[config.mk]
export PLATFORM = sky130hd
export DESIGN_NAME = uart_tx_arbiter_flat
export DESIGN_NICKNAME = d
export VERILOG_FILES = /design/src/rtl/uart_tx_arbiter_pkg.sv /design/src/rtl/uart_tx_arbiter_if.sv /design/src/rtl/uart_tx_arbiter_rr_pick.sv /design/src/rtl/uart_tx_arbiter.sv /design/src/flat_wrapper.sv
export SDC_FILE = /design/constraint.sdc
export NUM_CORES = 1
export LEC_CHECK = 0
export BUFFER_PORTS_ARGS = -buffer_cell sky130_fd_sc_hd__buf_2
export CAP_MARGIN = 10
export CORE_UTILIZATION = 41
export CTS_CLUSTER_SIZE = 8
export DETAILED_ROUTE_END_ITERATION = 12
export SLEW_MARGIN = 20
export SYNTH_ARGS = -nofsm -noshare
export SYNTH_HDL_FRONTEND = slang
export SYNTH_SLANG_ARGS = --single-unit
[constraint.sdc]
create_clock -name sys_clk_i -period 3.25 [get_ports sys_clk_i]
set_input_delay 0.325 -clock sys_clk_i [delete_from_list [all_inputs] [get_ports sys_clk_i]]
set_output_delay 0.325 -clock sys_clk_i [all_outputs]
set_load 0.01 [all_outputs]
[src/rtl/uart_tx_arbiter_pkg.sv]
// Shared constants, state encoding and width helper for the UART transmit arbiter.
package uart_arb_pkg;

    localparam int BYTE_W = 8;

    typedef enum logic [2:0] {
        ST_IDLE    = 3'd0,
        ST_ISSUE   = 3'd1,
        ST_WAIT_HI = 3'd2,
        ST_WAIT_LO = 3'd3,
        ST_HOLD    = 3'd4
    } state_e;

    function automatic int clog2(input int n);
        int r;
        r = 0;
        while ((64'd1 << r) < n) r++;
        return r;
    endfunction

endpackage

[src/rtl/uart_tx_arbiter_if.sv]
// Requester-side and UART-side handshake signals of the transmit arbiter.
interface uart_tx_arbiter_if #(parameter int NREQ = 4);
    import uart_arb_pkg::*;

    logic [NREQ-1:0]        req_valid_i;
    logic [NREQ*BYTE_W-1:0] req_dat_i;
    logic [NREQ-1:0]        req_last_i;
    logic [NREQ-1:0]        req_ack_o;
    logic [NREQ-1:0]        grant_o;
    logic                   uart_wr_o;
    logic [BYTE_W-1:0]      uart_dat_o;
    logic                   uart_busy_i;
    logic                   err_o;
    logic                   err_clr_i;

    modport slave (
        input  req_valid_i, req_dat_i, req_last_i, uart_busy_i, err_clr_i,
        output req_ack_o, grant_o, uart_wr_o, uart_dat_o, err_o
    );

    modport master (
        output req_valid_i, req_dat_i, req_last_i, uart_busy_i, err_clr_i,
        input  req_ack_o, grant_o, uart_wr_o, uart_dat_o, err_o
    );
endinterface

[src/rtl/uart_tx_arbiter_rr_pick.sv]
// Combinational round-robin selector: first valid index strictly after the pointer.
module uart_rr_pick #(
    parameter int NREQ  = 4,
    parameter int IDX_W = 2
) (
    input  logic [NREQ-1:0]  valid_i,
    input  logic [IDX_W-1:0] ptr_i,
    output logic [NREQ-1:0]  win_oh_o,
    output logic [IDX_W-1:0] win_idx_o,
    output logic             any_o
);
    always_comb begin
        int j;
        j         = 0;
        win_oh_o  = '0;
        win_idx_o = '0;
        any_o     = 1'b0;
        for (int i = 1; i <= NREQ; i++) begin
            j = (int'(ptr_i) + i) % NREQ;
            if (!any_o && valid_i[IDX_W'(j)]) begin
                any_o     = 1'b1;
                win_idx_o = IDX_W'(j);
                win_oh_o  = NREQ'(1) << IDX_W'(j);
            end
        end
    end
endmodule

[src/rtl/uart_tx_arbiter.sv]
// Round-robin arbiter sharing one byte-write UART among NREQ producers,
// with packet locking and write/busy handshake sequencing.
module uart_tx_arbiter
    import uart_arb_pkg::*;
#(
    parameter int NREQ         = 4,
    parameter int ARM_TIMEOUT  = 8,
    parameter int LOCK_TIMEOUT = 65535
) (
    input  logic              sys_clk_i,
    input  logic              sys_rst_n_i,
    uart_tx_arbiter_if.slave  bus
);
    localparam int IDX_W = (NREQ > 1) ? clog2(NREQ) : 1;
    localparam int TMAX  = (LOCK_TIMEOUT > ARM_TIMEOUT) ? LOCK_TIMEOUT : ARM_TIMEOUT;
    localparam int CNT_W = clog2(TMAX + 1);
    localparam logic [CNT_W-1:0] ARM_LAST  = CNT_W'(ARM_TIMEOUT - 1);
    localparam logic [CNT_W-1:0] LOCK_LAST = CNT_W'(LOCK_TIMEOUT - 1);

    state_e            state_q, state_d;
    logic [IDX_W-1:0]  owner_q, owner_d;
    logic [IDX_W-1:0]  rr_q, rr_d;
    logic [NREQ-1:0]   grant_q, grant_d;
    logic [NREQ-1:0]   ack_q, ack_d;
    logic              lock_q, lock_d;
    logic [CNT_W-1:0]  cnt_q, cnt_d;
    logic              wr_q, wr_d;
    logic [BYTE_W-1:0] dat_q, dat_d;
    logic              err_q, err_d;

    logic [NREQ-1:0]   pick_oh;
    logic [IDX_W-1:0]  pick_idx;
    logic              pick_any;
    logic              go_issue;
    logic              err_set;
    logic [IDX_W-1:0]  issue_idx;

    uart_rr_pick #(.NREQ(NREQ), .IDX_W(IDX_W)) u_pick (
        .valid_i   (bus.req_valid_i),
        .ptr_i     (rr_q),
        .win_oh_o  (pick_oh),
        .win_idx_o (pick_idx),
        .any_o     (pick_any)
    );

    always_comb begin
        state_d   = state_q;
        owner_d   = owner_q;
        rr_d      = rr_q;
        grant_d   = grant_q;
        lock_d    = lock_q;
        cnt_d     = cnt_q;
        dat_d     = dat_q;
        wr_d      = 1'b0;
        ack_d     = '0;
        err_set   = 1'b0;
        go_issue  = 1'b0;
        issue_idx = owner_q;

        case (state_q)
            ST_IDLE: begin
                if (pick_any && !bus.uart_busy_i) begin
                    go_issue  = 1'b1;
                    issue_idx = pick_idx;
                end
            end
            ST_ISSUE: begin
                state_d = ST_WAIT_HI;
                cnt_d   = '0;
            end
            ST_WAIT_HI: begin
                if (bus.uart_busy_i) begin
                    state_d = ST_WAIT_LO;
                end else if (cnt_q == ARM_LAST) begin
                    err_set = 1'b1;
                    lock_d  = 1'b0;
                    grant_d = '0;
                    state_d = ST_IDLE;
                end else begin
                    cnt_d = cnt_q + CNT_W'(1);
                end
            end
            ST_WAIT_LO: begin
                if (!bus.uart_busy_i) begin
                    if (!lock_q) begin
                        grant_d = '0;
                        state_d = ST_IDLE;
                    end else if (bus.req_valid_i[owner_q]) begin
                        go_issue = 1'b1;
                    end else begin
                        state_d = ST_HOLD;
                        cnt_d   = '0;
                    end
                end
            end
            ST_HOLD: begin
                // Locked owner keeps the grant; give up silently if it stays quiet.
                if (bus.req_valid_i[owner_q] && !bus.uart_busy_i) begin
                    go_issue = 1'b1;
                end else if (cnt_q == LOCK_LAST) begin
                    lock_d  = 1'b0;
                    grant_d = '0;
                    state_d = ST_IDLE;
                end else begin
                    cnt_d = cnt_q + CNT_W'(1);
                end
            end
            default: state_d = ST_IDLE;
        endcase

        // Outputs are registered, so the write strobe and ack land in the ISSUE cycle.
        if (go_issue) begin
            state_d = ST_ISSUE;
            owner_d = issue_idx;
            rr_d    = issue_idx;
            grant_d = NREQ'(1) << issue_idx;
            ack_d   = NREQ'(1) << issue_idx;
            wr_d    = 1'b1;
            dat_d   = bus.req_dat_i[int'(issue_idx)*BYTE_W +: BYTE_W];
            lock_d  = ~bus.req_last_i[issue_idx];
        end

        err_d = err_set | (err_q & ~bus.err_clr_i);
    end

    always_ff @(posedge sys_clk_i or negedge sys_rst_n_i) begin
        if (!sys_rst_n_i) begin
            state_q <= ST_IDLE;
            owner_q <= '0;
            rr_q    <= IDX_W'(NREQ - 1);
            grant_q <= '0;
            ack_q   <= '0;
            lock_q  <= 1'b0;
            cnt_q   <= '0;
            wr_q    <= 1'b0;
            dat_q   <= '0;
            err_q   <= 1'b0;
        end else begin
            state_q <= state_d;
            owner_q <= owner_d;
            rr_q    <= rr_d;
            grant_q <= grant_d;
            ack_q   <= ack_d;
            lock_q  <= lock_d;
            cnt_q   <= cnt_d;
            wr_q    <= wr_d;
            dat_q   <= dat_d;
            err_q   <= err_d;
        end
    end

    assign bus.grant_o    = grant_q;
    assign bus.req_ack_o  = ack_q;
    assign bus.uart_wr_o  = wr_q;
    assign bus.uart_dat_o = dat_q;
    assign bus.err_o      = err_q;
endmodule
[src/flat_wrapper.sv]
// flat-port wrapper written by rule: the top's interface ports become plain ports
module uart_tx_arbiter_flat import uart_arb_pkg::*;
#(
    parameter int NREQ         = 4,
    parameter int ARM_TIMEOUT  = 8,
    parameter int LOCK_TIMEOUT = 65535
)
  (sys_clk_i, sys_rst_n_i, bus_req_valid_i, bus_req_dat_i, bus_req_last_i, bus_uart_busy_i, bus_err_clr_i, bus_req_ack_o, bus_grant_o, bus_uart_wr_o, bus_uart_dat_o, bus_err_o);
  uart_tx_arbiter_if #(.NREQ(NREQ)) bus_i ();
  input  logic sys_clk_i;
  input  logic sys_rst_n_i;
  input wire logic [$bits(bus_i.req_valid_i)-1:0] bus_req_valid_i;
  input wire logic [$bits(bus_i.req_dat_i)-1:0] bus_req_dat_i;
  input wire logic [$bits(bus_i.req_last_i)-1:0] bus_req_last_i;
  input wire logic [$bits(bus_i.uart_busy_i)-1:0] bus_uart_busy_i;
  input wire logic [$bits(bus_i.err_clr_i)-1:0] bus_err_clr_i;
  output wire logic [$bits(bus_i.req_ack_o)-1:0] bus_req_ack_o;
  output wire logic [$bits(bus_i.grant_o)-1:0] bus_grant_o;
  output wire logic [$bits(bus_i.uart_wr_o)-1:0] bus_uart_wr_o;
  output wire logic [$bits(bus_i.uart_dat_o)-1:0] bus_uart_dat_o;
  output wire logic [$bits(bus_i.err_o)-1:0] bus_err_o;
  assign bus_i.req_valid_i = bus_req_valid_i;
  assign bus_i.req_dat_i = bus_req_dat_i;
  assign bus_i.req_last_i = bus_req_last_i;
  assign bus_i.uart_busy_i = bus_uart_busy_i;
  assign bus_i.err_clr_i = bus_err_clr_i;
  assign bus_req_ack_o = bus_i.req_ack_o;
  assign bus_grant_o = bus_i.grant_o;
  assign bus_uart_wr_o = bus_i.uart_wr_o;
  assign bus_uart_dat_o = bus_i.uart_dat_o;
  assign bus_err_o = bus_i.err_o;
  uart_tx_arbiter #(.NREQ(NREQ), .ARM_TIMEOUT(ARM_TIMEOUT), .LOCK_TIMEOUT(LOCK_TIMEOUT)) u_core (.sys_clk_i(sys_clk_i), .sys_rst_n_i(sys_rst_n_i), .bus(bus_i));
endmodule
==> run_results.csv, run 1 <==
group,metric,value,unit
synth,synth_seq_cells,42,
layout,layout_commonest_cell,"buf_2",
timing,timing.fmax,379,MHz
floorplan,ios,62,
routing,vias,2265,
place,hpwlAfterDp,4120,um
floorplan,fp-row-count,28,
synth,synth_top_family_by_area,"compound AO/OA/AOI/OAI gates",
timing,setup_viol,0,
power,pwr-share-seq,35.5,%
global_routing,grt_pass1_vias,2140,
layout,drive_above_1_share,26.5,%
routing,post-route-drc-count,0,
routing,firstDrtPassIters,4,
run_status,status,"completed",
timing,setup_tns,0,ns
layout,final_cells,399,
clocking,cts_tree,"done",
global_routing,antenna_found_initial,0,
worst_hold_path,hold_class,"in2async",
global_routing,top_usage_layer,"met2",
synth,synth_flop_cell,"dfrtp_1",
clocking,cts_made_buffers,5,
power,power_frac_comb,49.9,%
global_routing,grt_use_met1,26.3,%
setup_path,critPathRequiredTime,3.44,ns
power,p_sw_share,44.1,%
power,power_density,786,mW/mm^2
synth,synth_mux_area_share,5.31,%
clocking,htree_levels,2,
layout,nets,369,
floorplan,start_util,42.4,%
setup_path,startpoint_type,"flop",
layout,most-common-layout-cells,"buf_2 (61), dfrtp_1 (40), nor2_1 (25)",
global_routing,grt_max_degree,43,
routing,ant_nets,0,
clocking,clk_pin_slew_worst_paths,0.09,ns
synth,synth-compound-area-share,25.8,%
layout,area_growth,17.6,%
setup_path,crit_chain,"or3b_1, o2111a_1, a211oi_2, o221ai_2, or2_1, o41ai_1",
place,io_buffers,61,
setup_path,path_class,"reg2reg",
job,drv_cap,0,
floorplan,die_w,80.0,um
synth,synth_adder_area_share,1.00,%
place,preCtsSetupSlack,0.613,ns
synth,yosysSeqAreaShare,42.2,%
routing,routed_via_density,5.68,
global_routing,grt_usage,20.1,%
routing,wirelength,5880,um
global_routing,use_met3,5.26,%
clocking,cts_sinks,42,
power,irDropWorstVdd,0.364,mV
setup_path,worst-endpoint-arrival,2.83,ns
synth,synth_xor_area_share,0,%
setup_path,endpoint_kind,"flop",
setup_path,critical_path.max_stage_delay,0.54,ns
floorplan,fp.dieArea,0.00641,mm^2
floorplan,core_area,0.00589,mm^2
power,p_switching,1.02,mW
synth,async_flop_share,100,%
global_routing,grt_pass1_wl,9980,um
clocking,clock_path_buffers,2,
setup_path,crit_family,"simple AND/OR/NAND/NOR gates",
timing,skew,0.0101,ns
place,placedCellCount,391,
synth,avgSynthCellArea,9.32,um^2
setup_path,critPathLaunch,"u_core.state_q[0]",
synth,synth_edf_count,0,
timing,post-route-period-util,81.3,%
layout,antennaDiodeCount,0,
power,p_clk_share,14.6,%
clocking,post_cts_buffers,0,
setup_path,path_buf_inv,0,
setup_path,slowest_stage,"or3b_1",
layout,fillers,559,
floorplan,die_h,80.0,um
clocking,worstSkewPairLatency,0.30,ns
timing,min_period,2.64,ns
timing,slew_headroom,37.5,%
timing,finalHoldViolCount,0,
synth,yosysWarnings,0,
synth,synthCells,268,
global_routing,grt_overflow,0,
clocking,cts_hold_buf,0,
synth,synth_cell_types,50,
power,internal-power,1.29,mW
setup_path,r2r_start,"u_core.state_q[0]",
power,leakage,1.33,nW
timing,slew_viol_final,0,
synth,syn_area,0.00250,mm^2
routing,post_drt_wl_per_cell,14.7,um
synth,synth_nets,314,
timing,rsz0062_at_grt,"no",
clocking,ctsResizeCount,0,
setup_path,worst-path-max-fanout,15,
global_routing,grt_use_met2,31.5,%
timing,setup_slack,0.609,ns
synth,synth_simple_gate_area_share,21.2,%
clocking,cts_root_buf,"clkbuf_8",
place,gp_congestion,0.841,
timing,worst_slew_pin_slew,0.938,ns
routing,drt_iter0_markers,109,
sequential cells by signal, summed over array words and instances (netlist names), 2 cells and up:
register and count:
u_core.bus.grant_o 4, u_core.bus.req_ack_o 4, u_core.bus.uart_dat_o 8, u_core.cnt_q 16, u_core.owner_q 2, u_core.rr_q 2, u_core.state_q 3
layer usage:
layer / share of wire [%] / vias up / wire (um)
met5: 0 / - / 0
met4: 1.8 / 0 / 108
met3: 5.9 / 11 / 345
met2: 45 / 71 / 2640
met1: 47 / 1062 / 2790
li1: - / 1121 / -
power groups by stage:
stage	Clock (mW)	Sequential (mW)	Combinational [mW]
3_5_place_dp	0	0.824	1.16
2_1_floorplan	0	0.813	0.835
3_3_place_gp	0	0.823	1.15
4_1_cts	0.351	0.818	1.17
5_1_grt	0.366	0.846	1.30
6_report	0.337	0.819	1.15
final timing paths:
path	end	slack, ns	cells after the start
setup / recovery	u_core.cnt_q[12]	0.61	6
hold / removal	u_core.cnt_q[13]	0.16	1
setup reg to reg	u_core.cnt_q[12]	0.61	6
hold reg to reg	u_core.bus.grant_o[2]	0.48	1
max in group asynchronous	u_core.owner_q[1]	2.50	1
min in group sys_clk_i	u_core.bus.err_o	0.29	3
final cells by class:
class                           count  area [um^2]  share of cell area [%]
Clock inverter                      2         10.0                   0.341
Timing Repair Buffer               66          343                    11.7
Tap cell                           75         93.8                    3.19
Multi-Input combinational cell    201         1340                    45.6
Inverter                            7         26.3                   0.894
Clock buffer                        6         72.6                    2.47
Sequential cell                    42         1050                    35.9
cell usage after synthesis (3+ instances only):
cell / n / area share (%)
o21ai_0: 24 / 4.8
dfrtp_1: 40 / 40
nor2b_1: 13 / 3.3
nor4_1: 5 / 1.3
nand2b_1: 8 / 2.0
mux2i_1: 11 / 4.4
clkbuf_1: 13 / 2.0
o31ai_2: 5 / 2.5
nor2_1: 25 / 3.8
and4_1: 3 / 1.1
a2111oi_0: 8 / 2.8
a21o_1: 5 / 1.5
o211ai_1: 3 / 0.90
and3_1: 5 / 1.3
a31oi_1: 6 / 1.5
nand3_1: 14 / 2.8
a21oi_1: 8 / 1.6
a311oi_1: 8 / 2.8
nand2_1: 13 / 2.0
inv_1: 7 / 1.1
o31ai_1: 5 / 1.5
buf_2: 3 / 0.60
metrics by stage:
stage	total power [mW]	cell area, um^2	util (%)	hold WS (ns)
finish	2.31	2940	49.9	0.165
global route	2.51	2940	49.9	0.251
CTS	2.33	2940	49.9	0.203
detailed placement	1.99	2860	48.5	0.463
global placement	1.98	2860	48.5	0.458
floorplan	1.65	2500	-	0.0294
kinds of logic after synthesis:
family	Yosys count
AO/OA/AOI/OAI	87
adder cells (fa/ha/maj)	2
buffers and inverters	25
flip-flops	42
multiplexers	12
AND/OR/NAND/NOR	100
(Power assumes the default switching activity.)
==> run 2, diff against run 1 <==
Settings changed: PLACE_DENSITY set to 0.67.
Clock period 3.25 ns to 2.4 ns, I/O delays scaled along.
==> run 2 against run 1 <==
Net effect: via count increased by 0.88%; routed wire length increased by 3.3%; flip-flop and latch count unchanged; cell count increased by 2.5%; critical path depth increased by 1; total power increased by 48%; non-clock buffer count increased by 10; sequential power increased by 29%; first-iteration DRC count increased by 73%; count of clock-buffer cells in the layout increased by 1; worst setup slack got worse by 0.52 ns; largest cell class unchanged.
==> run_results.csv, run 2 (synthesis gave the netlist of run 1 again) <==
group,metric,value,unit
place,hpwlAfterDp,4340,um
routing,wirelength,6080,um
place,preCtsSetupSlack,0.0224,ns
global_routing,grt_overflow,0,
timing,slew_viol_final,0,
job,drv_cap,0,
global_routing,grt_pass1_wl,9870,um
layout,area_growth,23.6,%
timing,min_period,2.31,ns
routing,drt_iter0_markers,189,
timing,setup_viol,0,
floorplan,core_area,0.00589,mm^2
floorplan,fp.dieArea,0.00641,mm^2
global_routing,grt_max_degree,43,
routing,firstDrtPassIters,4,
timing,slew_headroom,37.5,%
clocking,cts_tree,"done",
global_routing,antenna_found_initial,0,
layout,finish.utilization,52.4,%
routing,ant_nets,0,
global_routing,grt_pass1_vias,2021,
routing,post-route-drc-count,0,
floorplan,fp-row-count,28,
setup_path,critPathRequiredTime,2.61,ns
setup_path,startpoint_type,"flop",
clocking,clk_pin_slew_worst_paths,0.08,ns
layout,largest_register_ff_count,16,
layout,nets,379,
clocking,worstSkewPairLatency,0.30,ns
power,irDropWorstVdd,0.613,mV
run_status,status,"completed",
clocking,htree_levels,2,
layout,antennaDiodeCount,0,
setup_path,endpoint_kind,"flop",
power,power_density,1110,mW/mm^2
timing,worst_slew_pin_slew,0.937,ns
clocking,cts_root_buf,"clkbuf_8",
global_routing,grt_usage,19.7,%
place,io_buffers,61,
setup_path,worst-endpoint-arrival,2.52,ns
clocking,cts_made_buffers,5,
timing,skew,0.0134,ns
place,gp_congestion,0.838,
routing,post_drt_wl_per_cell,14.9,um
routing,vias,2285,
layout,layout_commonest_cell,"buf_2",
floorplan,ios,62,
layout,most-common-layout-cells,"buf_2 (61), dfrtp_1 (40), nor2_1 (25)",
setup_path,worst-path-max-fanout,10,
layout,largest-register,"u_core.cnt_q",
timing,setup_slack,0.0939,ns
timing,post-route-period-util,96.1,%
routing,routed_via_density,5.59,
floorplan,die_w,80.0,um
setup_path,path_class,"reg2reg",
timing,rsz0062_at_grt,"yes",
worst_hold_path,hold_class,"in2async",
clocking,cts_sinks,42,
clocking,clock_path_buffers,2,
timing,finalHoldViolCount,0,
floorplan,start_util,42.4,%
layout,drive_above_1_share,28.7,%
timing,timing.fmax,434,MHz
power,total_power,3.43,mW
layout,fillers,568,
floorplan,die_h,80.0,um
power,leakage,1.41,nW
## run 2: layout make-up
class | count | area, um^2 | area share [%]
Clock buffer | 7 | 76.3 | 2.47
Clock inverter | 1 | 30.0 | 0.973
Inverter | 7 | 26.3 | 0.851
Multi-Input combinational cell | 201 | 1350 | 43.8
Sequential cell | 42 | 1050 | 34.1
Tap cell | 75 | 93.8 | 3.04
Timing Repair Buffer | 76 | 455 | 14.8
## run 2: metrics by stage
step | area (um^2) | hold WS [ns] | setup TNS, ns | std cells
6_report | 3090 | 0.0761 | 0 | 409
5_1_grt | 3090 | 0.162 | -0.0346 | 409
2_1_floorplan | 2500 | -0.0556 | 0 | 268
3_3_place_gp | 2960 | 0.433 | 0 | 400
4_1_cts | 3070 | 0.115 | 0 | 408
3_5_place_dp | 2960 | 0.448 | 0 | 400
## run 2: critical path, stage by stage, from the launching register on
cell,delay (ns)
dfrtp_1,0.38
mux4_2,0.56
o2111a_1,0.28
a211oi_2,0.22
o221ai_2,0.14
or2_4,0.28
buf_12,0.15
o31ai_1,0.21
## run 2: path summary, 6_finish.rpt
path	from	to	slack [ns]	cells after the start
setup / recovery	u_core.owner_q[0]	u_core.cnt_q[6]	0.09	7
hold / removal	sys_rst_n_i	u_core.cnt_q[7]	0.08	1
setup reg to reg	u_core.owner_q[0]	u_core.cnt_q[6]	0.09	7
hold reg to reg	u_core.bus.err_o	u_core.bus.err_o	0.48	1
max in group asynchronous	sys_rst_n_i	u_core.cnt_q[0]	1.72	1
min in group sys_clk_i	bus_err_clr_i	u_core.bus.err_o	0.21	3
## run 2: layer usage
metal  up-vias  global-route usage (%)  share of wire (%)
li1       1142                       -                  -
met1      1080                    28.3                 48
met2        55                    29.6                 46
met3         8                    4.11                4.4
met4         0                    6.07                1.1
met5         -                       0                  0
## run 2: power breakdown
part           total (mW)  internal [mW]  switching [mW]
registers            1.06          0.921           0.142
clock network       0.553          0.311           0.241
logic                1.81          0.780            1.03
total                3.43           2.01            1.41
## run 2: timing repair
item | CTS | global route
hold buffers | 0 | 0
gates resized for setup | 0 | 6
setup buffers | 0 | 1
setup endpoints to repair | 0 | 16
==> run 3, diff against run 2 <==
Settings changed: SETUP_SLACK_MARGIN set to 0.3.
==> run 3 against run 2 <==
Net effect: clock power fell by 17%; die area did not move; fmax rose by 0.32%; combinational power rose by 43%; routed wire length rose by 13%; count of clock-buffer cells in the layout fell by 1; clock skew rose by 0.0074 ns; non-clock buffer count rose by 10; via count rose by 6.0%; cell count rose by 2.4%; sequential power barely moved; highest routed layer unchanged.
==> run_results.csv, run 3 (synthesis gave the netlist of run 1 again) <==
group,metric,value,unit
run_status,status,"completed",
floorplan,start_util,42.4,%
floorplan,die_h,80.0,um
setup_path,endpoint_kind,"flop",
setup_path,worst-endpoint-arrival,2.50,ns
setup_path,critical_path.max_stage_delay,0.57,ns
clocking,htree_levels,2,
routing,routed_via_density,5.78,
clocking,clk_pin_slew_worst_paths,0.09,ns
setup_path,regToRegSetupSlack,0.10,ns
clocking,cts_made_buffers,5,
power,power_density,1170,mW/mm^2
timing,setup_tns,0,ns
clocking,cts_sinks,42,
clocking,worstSkewPairLatency,0.31,ns
routing,post_drt_wl_per_cell,16.4,um
power,irDropWorstVdd,0.667,mV
layout,layout_commonest_cell,"buf_2",
layout,nets,389,
floorplan,ios,62,
global_routing,grt_pass1_vias,2073,
timing,post-route-period-util,95.8,%
clocking,cts_hold_buf,0,
routing,wirelength,6880,um
timing,skew,0.0208,ns
global_routing,grt_max_degree,43,
setup_path,critPathRequiredTime,2.60,ns
floorplan,fp-row-count,28,
worst_hold_path,hold_class,"in2async",
global_routing,grt_usage,20.2,%
layout,largest_register_ff_count,16,
setup_path,crit_chain,"mux4_2, o2111a_1, a211oi_2, o221ai_2, or2_4, o41ai_4",
setup_path,r2r_cells,6,
timing,slew_viol_final,0,
clocking,cts_root_buf,"clkbuf_8",
place,io_buffers,61,
setup_path,startpoint_type,"flop",
global_routing,antenna_found_initial,0,
power,total_power,4.11,mW
routing,drt_iter0_markers,212,
layout,antennaDiodeCount,0,
timing,slew_headroom,35.5,%
clocking,clock_path_buffers,2,
setup_path,slowest_stage,"mux4_2",
layout,drive_above_1_share,41.6,%
floorplan,core_area,0.00589,mm^2
routing,vias,2423,
place,hpwlAfterDp,4360,um
clocking,cts_tree,"done",
power,leakage,1.57,nW
timing,min_period,2.30,ns
routing,post-route-drc-count,0,
timing,finalHoldViolCount,0,
place,gp_congestion,0.888,
job,drv_cap,0,
layout,most-common-layout-cells,"buf_2 (61), dfrtp_1 (39), nor2_1 (23)",
global_routing,grt_pass1_wl,10000,um
setup_path,r2r_start,"u_core.owner_q[0]",
layout,largest-register,"u_core.cnt_q",
timing,rsz0062_at_grt,"yes",
setup_path,path_class,"reg2reg",
setup_path,r2r_end,"u_core.cnt_q[9]",
timing,timing.fmax,435,MHz
layout,finish.utilization,59.6,%
routing,ant_nets,0,
global_routing,grt_overflow,0,
timing,setup_viol,0,
floorplan,die_w,80.0,um
timing,worst_slew_pin_slew,0.967,ns
setup_path,worst-path-max-fanout,4,
routing,firstDrtPassIters,4,
layout,area_growth,40.4,%
floorplan,fp.dieArea,0.00641,mm^2
==> run 3: cell types whose count changed in the layout (fill, tap and decap cells not counted), sizes merged <==
cell and change:
clkinv +2, buf +8, bufinv -1, clkbuf +1
==> run 3: area by class of cell <==
type | instances | area, um^2
Inverter | 7 | 26.3
Tap cell | 75 | 93.8
Timing Repair Buffer | 86 | 592
Clock buffer | 6 | 72.6
Sequential cell | 42 | 1050
Clock inverter | 2 | 10.0
Multi-Input combinational cell | 201 | 1660
Fill cell | 490 | 2380
==> run 3: critical path, delay by kind of cell, from the launching register on <==
kind / cells / cell delay, ns
AO/OA/AOI/OAI: 4 / 0.96
flip-flops: 1 / 0.37
multiplexers: 1 / 0.57
AND/OR/NAND/NOR: 1 / 0.30
==> run 3: per-stage QoR <==
step / setup WS (ns) / area, um^2 / hold WS [ns] / cells
floorplan: 0.178 / 2590 / -0.0556 / 268
global placement: 0.166 / 3010 / 0.436 / 401
detailed placement: 0.0711 / 3010 / 0.448 / 401
CTS: 0.155 / 3160 / 0.107 / 411
global route: 0.0251 / 3510 / 0.148 / 419
finish: 0.101 / 3510 / 0.0643 / 419
==> run 3: worst max path at each step <==
stage	from	end	cells past startpoint
2_1_floorplan	u_core.owner_q[0]	u_core.cnt_q[9]	7
3_3_place_gp	u_core.owner_q[0]	u_core.cnt_q[4]	7
3_5_place_dp	u_core.owner_q[0]	u_core.cnt_q[6]	7
4_1_cts	u_core.owner_q[0]	u_core.cnt_q[6]	7
5_1_grt	u_core.owner_q[0]	u_core.cnt_q[9]	7
6_report	u_core.owner_q[0]	u_core.cnt_q[9]	6
==> run 3: power breakdown <==
part	internal, mW	total (mW)	switching (mW)
Sequential	0.922	1.07	0.150
Combinational	1.19	2.58	1.40
Clock	0.202	0.458	0.256
Total	2.31	4.11	1.80
==> run 3: per-layer routing <==
layer	GRT usage (%)	vias to the layer above	part of all wire (%)
met1	29.4	1175	46
met4	6.07	0	0.80
met3	4.80	5	5.1
met5	0	-	0
met2	29.3	73	48
li1	-	1170	-
==> run 3: timing repair <==
item / in CTS / in global routing
buffers inserted: 2 / 6
endpoints found under the setup margin: 26 / 30
cloned: 0 / 2
pin swaps: 2 / 12
gates resized for setup: 10 / 53
